==> config.mk <==
export PLATFORM = sky130hd
export DESIGN_NAME = fetch_sequencer
export DESIGN_NICKNAME = d
export VERILOG_FILES = /design/src/rtl/fetch_sequencer_pkg.sv /design/src/rtl/fetch_decoder.sv /design/src/rtl/fetch_sequencer.sv
export SDC_FILE = /design/constraint.sdc
export NUM_CORES = 1
export LEC_CHECK = 0
export ABC_AREA = 1
export BUFFER_PORTS_ARGS = -buffer_cell sky130_fd_sc_hd__buf_2
export CAP_MARGIN = 25
export CORE_ASPECT_RATIO = 0.8
export CORE_UTILIZATION = 49
export CTS_CLUSTER_DIAMETER = 30
export CTS_CLUSTER_SIZE = 30
export DETAILED_ROUTE_END_ITERATION = 6
export PLACE_DENSITY = 0.78
export SETUP_SLACK_MARGIN = 0.02
export SLEW_MARGIN = 10
export SYNTH_ARGS = -nofsm -noshare
export SYNTH_HDL_FRONTEND = slang
export SYNTH_HIERARCHICAL = 1
export SYNTH_SLANG_ARGS = --single-unit
==> constraint.sdc <==
create_clock -name clk -period 1.5 [get_ports clk]
set_input_delay 0.3 -clock clk [delete_from_list [all_inputs] [get_ports clk]]
set_output_delay 0.3 -clock clk [all_outputs]
set_load 0.03 [all_outputs]
==> src/rtl/fetch_sequencer_pkg.sv <==
// Shared opcode, ALU-op and field definitions plus the sequencer state enum.
package fetch_sequencer_pkg;

  localparam int unsigned OPC_W    = 4;
  localparam int unsigned IMM_W    = 4;
  localparam int unsigned ALU_OP_W = 2;

  localparam int unsigned OPC_MSB = 7;
  localparam int unsigned OPC_LSB = 4;
  localparam int unsigned IMM_MSB = 3;
  localparam int unsigned IMM_LSB = 0;

  localparam logic [OPC_W-1:0] OPC_NOP  = 4'h0;
  localparam logic [OPC_W-1:0] OPC_LDI  = 4'h1;
  localparam logic [OPC_W-1:0] OPC_ADD  = 4'h2;
  localparam logic [OPC_W-1:0] OPC_SUB  = 4'h3;
  localparam logic [OPC_W-1:0] OPC_JMP  = 4'h4;
  localparam logic [OPC_W-1:0] OPC_HALT = 4'hF;

  localparam logic [ALU_OP_W-1:0] ALU_ADD = 2'b00;
  localparam logic [ALU_OP_W-1:0] ALU_SUB = 2'b01;

  typedef enum logic [1:0] {
    S_IDLE    = 2'd0,
    S_FETCH   = 2'd1,
    S_EXECUTE = 2'd2,
    S_HALT    = 2'd3
  } state_e;

endpackage

==> src/rtl/fetch_decoder.sv <==
// Combinational decode of the instruction register, gated by the EXECUTE state.
// HALT opcode is decoded only when FETCH_SEQ_HALT_EN is defined.
module fetch_decoder
  import fetch_sequencer_pkg::*;
#(
  parameter int unsigned INSTR_W = 8
) (
  input  logic [INSTR_W-1:0]  ir,
  input  state_e              state,
  output logic                ld_en_c,
  output logic                alu_en_c,
  output logic [ALU_OP_W-1:0] alu_op_c,
  output logic                illegal_c,
  output logic                jump_c,
  output logic                halt_req_c,
  output logic [IMM_W-1:0]    target_c
);

  logic [OPC_W-1:0] opcode;

  assign opcode   = ir[OPC_MSB:OPC_LSB];
  assign target_c = ir[IMM_MSB:IMM_LSB];

  // Strobes exist only while executing; everything else sees all-zero
  always_comb begin
    ld_en_c    = 1'b0;
    alu_en_c   = 1'b0;
    alu_op_c   = '0;
    illegal_c  = 1'b0;
    jump_c     = 1'b0;
    halt_req_c = 1'b0;
    if (state == S_EXECUTE) begin
      case (opcode)
        OPC_NOP: ;
        OPC_LDI: ld_en_c = 1'b1;
        OPC_ADD: begin
          alu_en_c = 1'b1;
          alu_op_c = ALU_ADD;
        end
        OPC_SUB: begin
          alu_en_c = 1'b1;
          alu_op_c = ALU_SUB;
        end
        OPC_JMP: jump_c = 1'b1;
`ifdef FETCH_SEQ_HALT_EN
        OPC_HALT: halt_req_c = 1'b1;
`else
        OPC_HALT: illegal_c = 1'b1;
`endif
        default: illegal_c = 1'b1;
      endcase
    end
  end

endmodule

==> src/rtl/fetch_sequencer.sv <==
// Two-cycle fetch/execute sequencer with jump, retire counter and optional HALT.
// Define FETCH_SEQ_HALT_EN to enable the sticky HALT opcode (1111).
module fetch_sequencer
  import fetch_sequencer_pkg::*;
#(
  parameter int unsigned ADDR_W  = 4,
  parameter int unsigned INSTR_W = 8
) (
  input  logic                clk,
  input  logic                rst,
  input  logic                run,
  output logic [ADDR_W-1:0]   pc,
  input  logic [INSTR_W-1:0]  instruction,
  output logic [INSTR_W-1:0]  ir,
  output logic [IMM_W-1:0]    imm,
  output logic                ld_en,
  output logic                alu_en,
  output logic [ALU_OP_W-1:0] alu_op,
  output logic                illegal,
  output logic                halted,
  output logic [7:0]          retired
);

  state_e           state_q;
  state_e           state_d;
  logic             jump_c;
  logic             halt_req_c;
  logic [IMM_W-1:0] target_c;

  // Strobes come from registered ir and state only, so reset clears them at once
  fetch_decoder #(
    .INSTR_W (INSTR_W)
  ) u_decoder (
    .ir         (ir),
    .state      (state_q),
    .ld_en_c    (ld_en),
    .alu_en_c   (alu_en),
    .alu_op_c   (alu_op),
    .illegal_c  (illegal),
    .jump_c     (jump_c),
    .halt_req_c (halt_req_c),
    .target_c   (target_c)
  );

  assign imm = ir[IMM_MSB:IMM_LSB];

`ifdef FETCH_SEQ_HALT_EN
  assign halted = (state_q == S_HALT);
`else
  assign halted = 1'b0;
`endif

  always_ff @(posedge clk or posedge rst) begin
    if (rst) begin
      state_q <= S_IDLE;
    end else begin
      state_q <= state_d;
    end
  end

  always_comb begin
    state_d = state_q;
    case (state_q)
      S_IDLE:    if (run) state_d = S_FETCH;
      S_FETCH:   state_d = S_EXECUTE;
      S_EXECUTE: begin
        if (halt_req_c) begin
          state_d = S_HALT;
        end else if (run) begin
          state_d = S_FETCH;
        end else begin
          state_d = S_IDLE;
        end
      end
      S_HALT:    state_d = S_HALT;
      default:   state_d = S_IDLE;
    endcase
  end

  // Datapath registers; HALT and IDLE leave them untouched
  always_ff @(posedge clk or posedge rst) begin
    if (rst) begin
      pc      <= '0;
      ir      <= '0;
      retired <= '0;
    end else begin
      case (state_q)
        S_FETCH: begin
          ir <= instruction;
          pc <= pc + ADDR_W'(1);
        end
        S_EXECUTE: begin
          retired <= retired + 8'(1);
          if (jump_c) pc <= ADDR_W'(target_c);
        end
        default: ;
      endcase
    end
  end

endmodule

==> results.cfg, run 1 <==
[logic_synthesis]
ys_seq_area_frac = 0.4418
ys_seq_elements = 22
synth-edff-count = 0
yosysTopAreaCell = dfrtp_1
ys_async_sr_fraction = 1.000
ys.flop_type = dfrtp_1
synth_top_area_frac = 0.4418
syn_area_sq_um = 1246
ys_top_cells_by_count = 68 x nand2_1, 22 x dfrtp_1, 14 x inv_1
syn_avg_cell_area_sq_um = 7.645
yosys.cell_count.top_type = nand2_1
yosys_warnings = 6
ys_top_cells_by_area = dfrtp_1 44%, nand2_1 20%, buf_4 6.6%
synthCells = 163
ys_types = 22

[pwr]
clkPwrFrac = 0.102
swShare = 0.5139
p_seq_frac = 0.405
ir_worst_vdd_v = 0.001143
cellPowerDensity_nw_per_um2 = 1741
power.total_uw = 2614
p_sw_uw = 1343
internal-power_uw = 1271
pwr-share-comb = 0.493
p_leak_uw = 0.0008349

[final_layout]
instances_no_fill = 232
drive_above_1_share = 0.3434
fill_cells = 181
finalNetCount = 213
design_area_sq_um = 1501
antenna_cells = 0
areaGrowthSynthToFinish_pct = 20.48

[timing]
maxSlewViolCount = 0
fin_skew_ps = 2.924
rsz0062_at_grt = yes
finalCritPeriodShare = 1.062
setup_slack_ps = -92.61
fin_crit_ps = 1593
timing.fmax_ghz = 0.6279
tns_ps = -211.2
holdWs_ps = 6.241
finalHoldViolations = 0
setup_viol = 4

[global_routing]
grt_usage = 0.2164
grt_max_degree = 23
grtUsageMet2 = 0.4023
overflow = 0
antenna_found_initial = 0
grt_use_met1 = 0.2547
grt_pass1_vias = 1003
grt_first_pass_wirelength_um = 4291
grt.busiest_layer = met2
met3_usage = 0.05785

[routing]
ant_nets = 0
wirelength_um = 2784
drc_errors = 0
num_vias = 1122
routedWlPerCell_um = 12.00
dr.pass1.iters = 5
viasPerCell = 4.836
drtIter0Drc = 49

[floorplan]
dieHeight_um = 47.11
start_util = 0.5488
die_area_sq_um = 2750
die_w_um = 58.39
row_count = 15
io-pin-count = 41
core_area_sq_um = 2271

[placement]
place.gp.congestion = 0.8159
dpl-instance-area_sq_um = 1406
dp_cells = 226
portBuffers = 38
place_hpwl_um = 1897

[cts]
clock_latency_ps = 300
clock_path_buffers = 2
htreeDepth = 1
clock-sinks = 22
clk_pin_slew_ps = 120
cts_tree = built
cts_root_buf = clkbuf_4
cts_made_buffers = 3

[worst_setup_path]
path_max_fanout = 5
path_delay_family = flip-flops
crit_arrival_ps = 1290
crit_buf_inv = 2
cp-end-kind = output pin
critical_path_class = register to output pin
cp_slowest_cell = dfrtp_2
cpMostUsedCell = nand2_1
cp_cell_sequence = inv_1, nand2_1, nand2_1, nor2_2, buf_6
slowest_delay_ps = 440
cp-start-kind = register
worstPathRequired_ps = 1200

[outcome]
violations = setup timing
run_status = complete, but fails checks

[min_path]
hp-class = input pin to async pin

[job]
maxCapViolations = 0
-- worst min-delay path, delay by kind of cell --
kind	cells	cell delay [ps]
buffers and inverters	3	420
-- kinds of logic (layout without fill, tap and decap cells) --
family                     after synthesis  count (layout)  share of synthesized area
and+or+nand+nor                         99              99                     0.3494
buffers and inverters                   30              64                     0.1325
AOI/OAI and AO/OA                        4               4                    0.02208
other                                    2               3                   0.006026
adders and majority gates                2               2                    0.02008
xor gates and xnor gates                 4               4                    0.02812
DFF                                     22              22                     0.4418
-- per-layer routing --
| metal | wire [um] | up-vias | part of all wire |
|---|---|---|---|
| met5 | 0 | - | 0 |
| met4 | 31 | 0 | 0.011 |
| met2 | 1443 | 41 | 0.52 |
| met3 | 127 | 4 | 0.046 |
| met1 | 1182 | 522 | 0.42 |
| li1 | - | 555 | - |
-- area by class of cell --
class	count	area (sq um)	area share
Multi-Input combinational cell	112	564.3	0.3758
Inverter	17	66.31	0.04417
Timing Repair Buffer	44	252.7	0.1683
Clock buffer	3	22.52	0.01500
Sequential cell	22	553.0	0.3683
Tap cell	34	42.54	0.02833
-- worst paths after layout --
kind,from,end,slack [ps],cells past startpoint
worst min-delay path,rst,state_q[0],6,3
min in group clk,instruction[6],ir[6],190,3
worst max-delay path,ir[6],illegal,-90,5
worst min register to register,retired[7],retired[7],510,2
worst max register to register,state_q[1],pc[2],120,8
max in group asynchronous,rst,ir[6],1260,3
-- power by group through the flow --
stage / logic (uW) / registers, uW / clock network [uW]
finish: 1290 / 1060 / 268
global route: 1390 / 1100 / 301
CTS: 1240 / 1030 / 282
detailed placement: 1240 / 1040 / 0
global placement: 1210 / 1030 / 0
floorplan: 647 / 1400 / 0
-- placed cells by master (no fill, tap or decap), types with 3 or more instances in the layout --
master | netlist | final
clkbuf_4 | 0 | 3
nand2_2 | 0 | 3
buf_4 | 11 | 8
conb_1 | 2 | 3
nor2_4 | 2 | 5
buf_2 | 1 | 34
nor2_1 | 11 | 8
nand4_1 | 3 | 3
nand2_1 | 68 | 65
dfrtp_1 | 22 | 20
xnor2_1 | 3 | 3
nand3_1 | 10 | 10
inv_1 | 14 | 13
inv_2 | 2 | 3
-- sequential cells by signal, summed over array words and instances, names as in the netlist --
| signal | count |
|---|---|
| ir | 8 |
| pc | 4 |
| retired | 8 |
| state_q | 2 |
-- per-stage QoR --
stage | util | setup WS (ps)
after floorplan | - | 21.37
after detailed placement | 0.6193 | 183.7
after global routing | 0.6612 | -143.5
final | 0.6612 | -92.61
after global placement | 0.6193 | 228.3
after CTS | 0.6402 | -66.80
-- timing repair --
action                     4_1_cts  5_1_grt
pin swaps                        3        6
hold buffers                     0        0
setup endpoints to repair        4        4
resized for setup                4       14
buffers inserted                 2        1
cloned                           0        0
Note: power is estimated with default switching activity, not from simulation.
==> run 2, diff against run 1 <==
--- a/config.mk
+++ b/config.mk
@@ -8,12 +8,14 @@
 export ABC_AREA = 1
 export BUFFER_PORTS_ARGS = -buffer_cell sky130_fd_sc_hd__buf_2
 export CAP_MARGIN = 25
+export CELL_PAD_IN_SITES_DETAIL_PLACEMENT = 1
+export CELL_PAD_IN_SITES_GLOBAL_PLACEMENT = 1
 export CORE_ASPECT_RATIO = 0.8
-export CORE_UTILIZATION = 49
+export CORE_UTILIZATION = 35
 export CTS_CLUSTER_DIAMETER = 30
 export CTS_CLUSTER_SIZE = 30
 export DETAILED_ROUTE_END_ITERATION = 6
-export PLACE_DENSITY = 0.78
+export PLACE_DENSITY_LB_ADDON = 0.1
 export SETUP_SLACK_MARGIN = 0.02
 export SLEW_MARGIN = 10
 export SYNTH_ARGS = -nofsm -noshare
==> run 2 against run 1 <==
Against the previous run:
- worst hold slack better by 55 ps
- critical path depth stayed put
- sequential power hardly changed
- largest cell class is now registers
- highest routed layer unchanged
- sequential share of layout area is 0.56 points lower
- clock skew is 1.8 ps lower
- global-route usage is 4.6 points lower
- register-to-register slack better by 30 ps
- wire length is 10% higher
- the flow now finishes without violations
- maximum frequency is 7.4% higher
- non-clock buffer count is 3 higher
==> results.cfg, run 2 (same netlist as run 1, synthesis figures left out) <==
[timing]
maxSlewViolCount = 0
rsz0062_at_grt = yes
finalCritPeriodShare = 0.9885
tns_ps = 0
setup_slack_ps = 17.27
finalHoldViolations = 0
fin_skew_ps = 1.132
timing.fmax_ghz = 0.6744
fin_crit_ps = 1483
setup_viol = 0

[worst_setup_path]
crit_arrival_ps = 1180
critical_path_class = register to output pin
worstPathRequired_ps = 1200
slowest_delay_ps = 430
cp_cell_sequence = inv_1, nand2_1, nor2_1, nor2_1, buf_4
path_delay_family = flip-flops
path_max_fanout = 5
cp-end-kind = output pin
crit_buf_inv = 2
cp-start-kind = register
cp_slowest_cell = dfrtp_1
cpMostUsedCell = nor2_1

[pwr]
cellPowerDensity_nw_per_um2 = 1816
power.total_uw = 2756
ir_worst_vdd_v = 0.0008815
p_leak_uw = 0.0008585

[placement]
portBuffers = 38
dpl-instance-area_sq_um = 1414
pre_cts_ws_ps = 162.8
place.gp.congestion = 0.7535
place_hpwl_um = 2245

[global_routing]
antenna_found_initial = 0
overflow = 0
grt_max_degree = 23
grt_pass1_vias = 1038
grt_first_pass_wirelength_um = 4843
grt_usage = 0.1702

[routing]
viasPerCell = 4.606
routedWlPerCell_um = 12.74
wirelength_um = 3071
drc_errors = 0
dr.pass1.iters = 4
num_vias = 1110
drtIter0Drc = 31
ant_nets = 0

[cts]
htreeDepth = 1
clk_pin_slew_ps = 80
clock-sinks = 22
postCtsHoldBufs = 0
clock_path_buffers = 2
clock_latency_ps = 270
cts_made_buffers = 3
cts_root_buf = clkbuf_8
cts_tree = built

[final_layout]
areaGrowthSynthToFinish_pct = 21.79
antenna_cells = 0
design_area_sq_um = 1518
fill_cells = 433
finalNetCount = 216
final_common_cell = nand2_1
final_cell_mix = 68 x nand2_1, 34 x buf_2, 22 x dfrtp_1
top_regs = ir x8, retired x8, pc x4
drive_above_1_share = 0.3184
fin_util = 0.4680

[floorplan]
start_util = 0.3843
dieHeight_um = 55.37
die_w_um = 68.72
core_area_sq_um = 3243
row_count = 18
die_area_sq_um = 3805
io-pin-count = 41

[min_path]
hp-class = input pin to async pin

[outcome]
run_status = finished, final reports clean

[job]
maxCapViolations = 0
run 2: what timing repair did:
item,CTS,global route
pin swaps,3,4
setup endpoints to repair,4,4
buffers inserted,3,3
gates resized for setup,4,3
run 2: worst paths after layout:
| path | from | end | slack (ps) | cells past startpoint |
|---|---|---|---|---|
| max | ir[5] | illegal | 20 | 5 |
| min | rst | retired[3] | 60 | 3 |
| max reg2reg | ir[7] | pc[2] | 150 | 8 |
| min reg2reg | retired[7] | retired[7] | 520 | 2 |
| max in group asynchronous | rst | ir[3] | 1210 | 3 |
| min in group clk | instruction[6] | ir[6] | 230 | 3 |
run 2: per-layer routing:
metal / global-route usage / routed length [um] / vias to the layer above
met3: 0.04339 / 159 / 3
met4: 0.03499 / 27 / 0
met2: 0.2563 / 1432 / 30
li1: - / - / 556
met5: 0 / 0 / -
met1: 0.2442 / 1452 / 521
run 2: through the flow:
| stage | hold WS [ps] | instances |
|---|---|---|
| 3_5_place_dp | 369.9 | 232 |
| 2_1_floorplan | 289.2 | 164 |
| 6_report | 61.34 | 241 |
| 4_1_cts | 67.41 | 238 |
| 5_1_grt | 90.26 | 241 |
| 3_3_place_gp | 356.8 | 232 |
run 2: tightest hold or removal path, delay by kind of cell:
| family | cells | cell delay [ps] |
|---|---|---|
| buffers and inverters | 3 | 430 |
run 2: layout make-up:
cell class	instances	area (sq um)	share of cell area
Inverter	17	66.31	0.04369
Timing Repair Buffer	47	267.8	0.1764
Sequential cell	22	550.5	0.3627
Multi-Input combinational cell	112	541.8	0.3570
Clock buffer	3	41.29	0.02721
Tap cell	40	50.05	0.03298
run 2: where the power goes:
part / total [uW] / leakage, uW / internal [uW] / switching (uW)
logic: 1330 / 0.000564 / 432 / 895
registers: 1050 / 0.000273 / 790 / 256
clock network: 383 / 0.0000216 / 180 / 203
total: 2760 / 0.000858 / 1400 / 1350
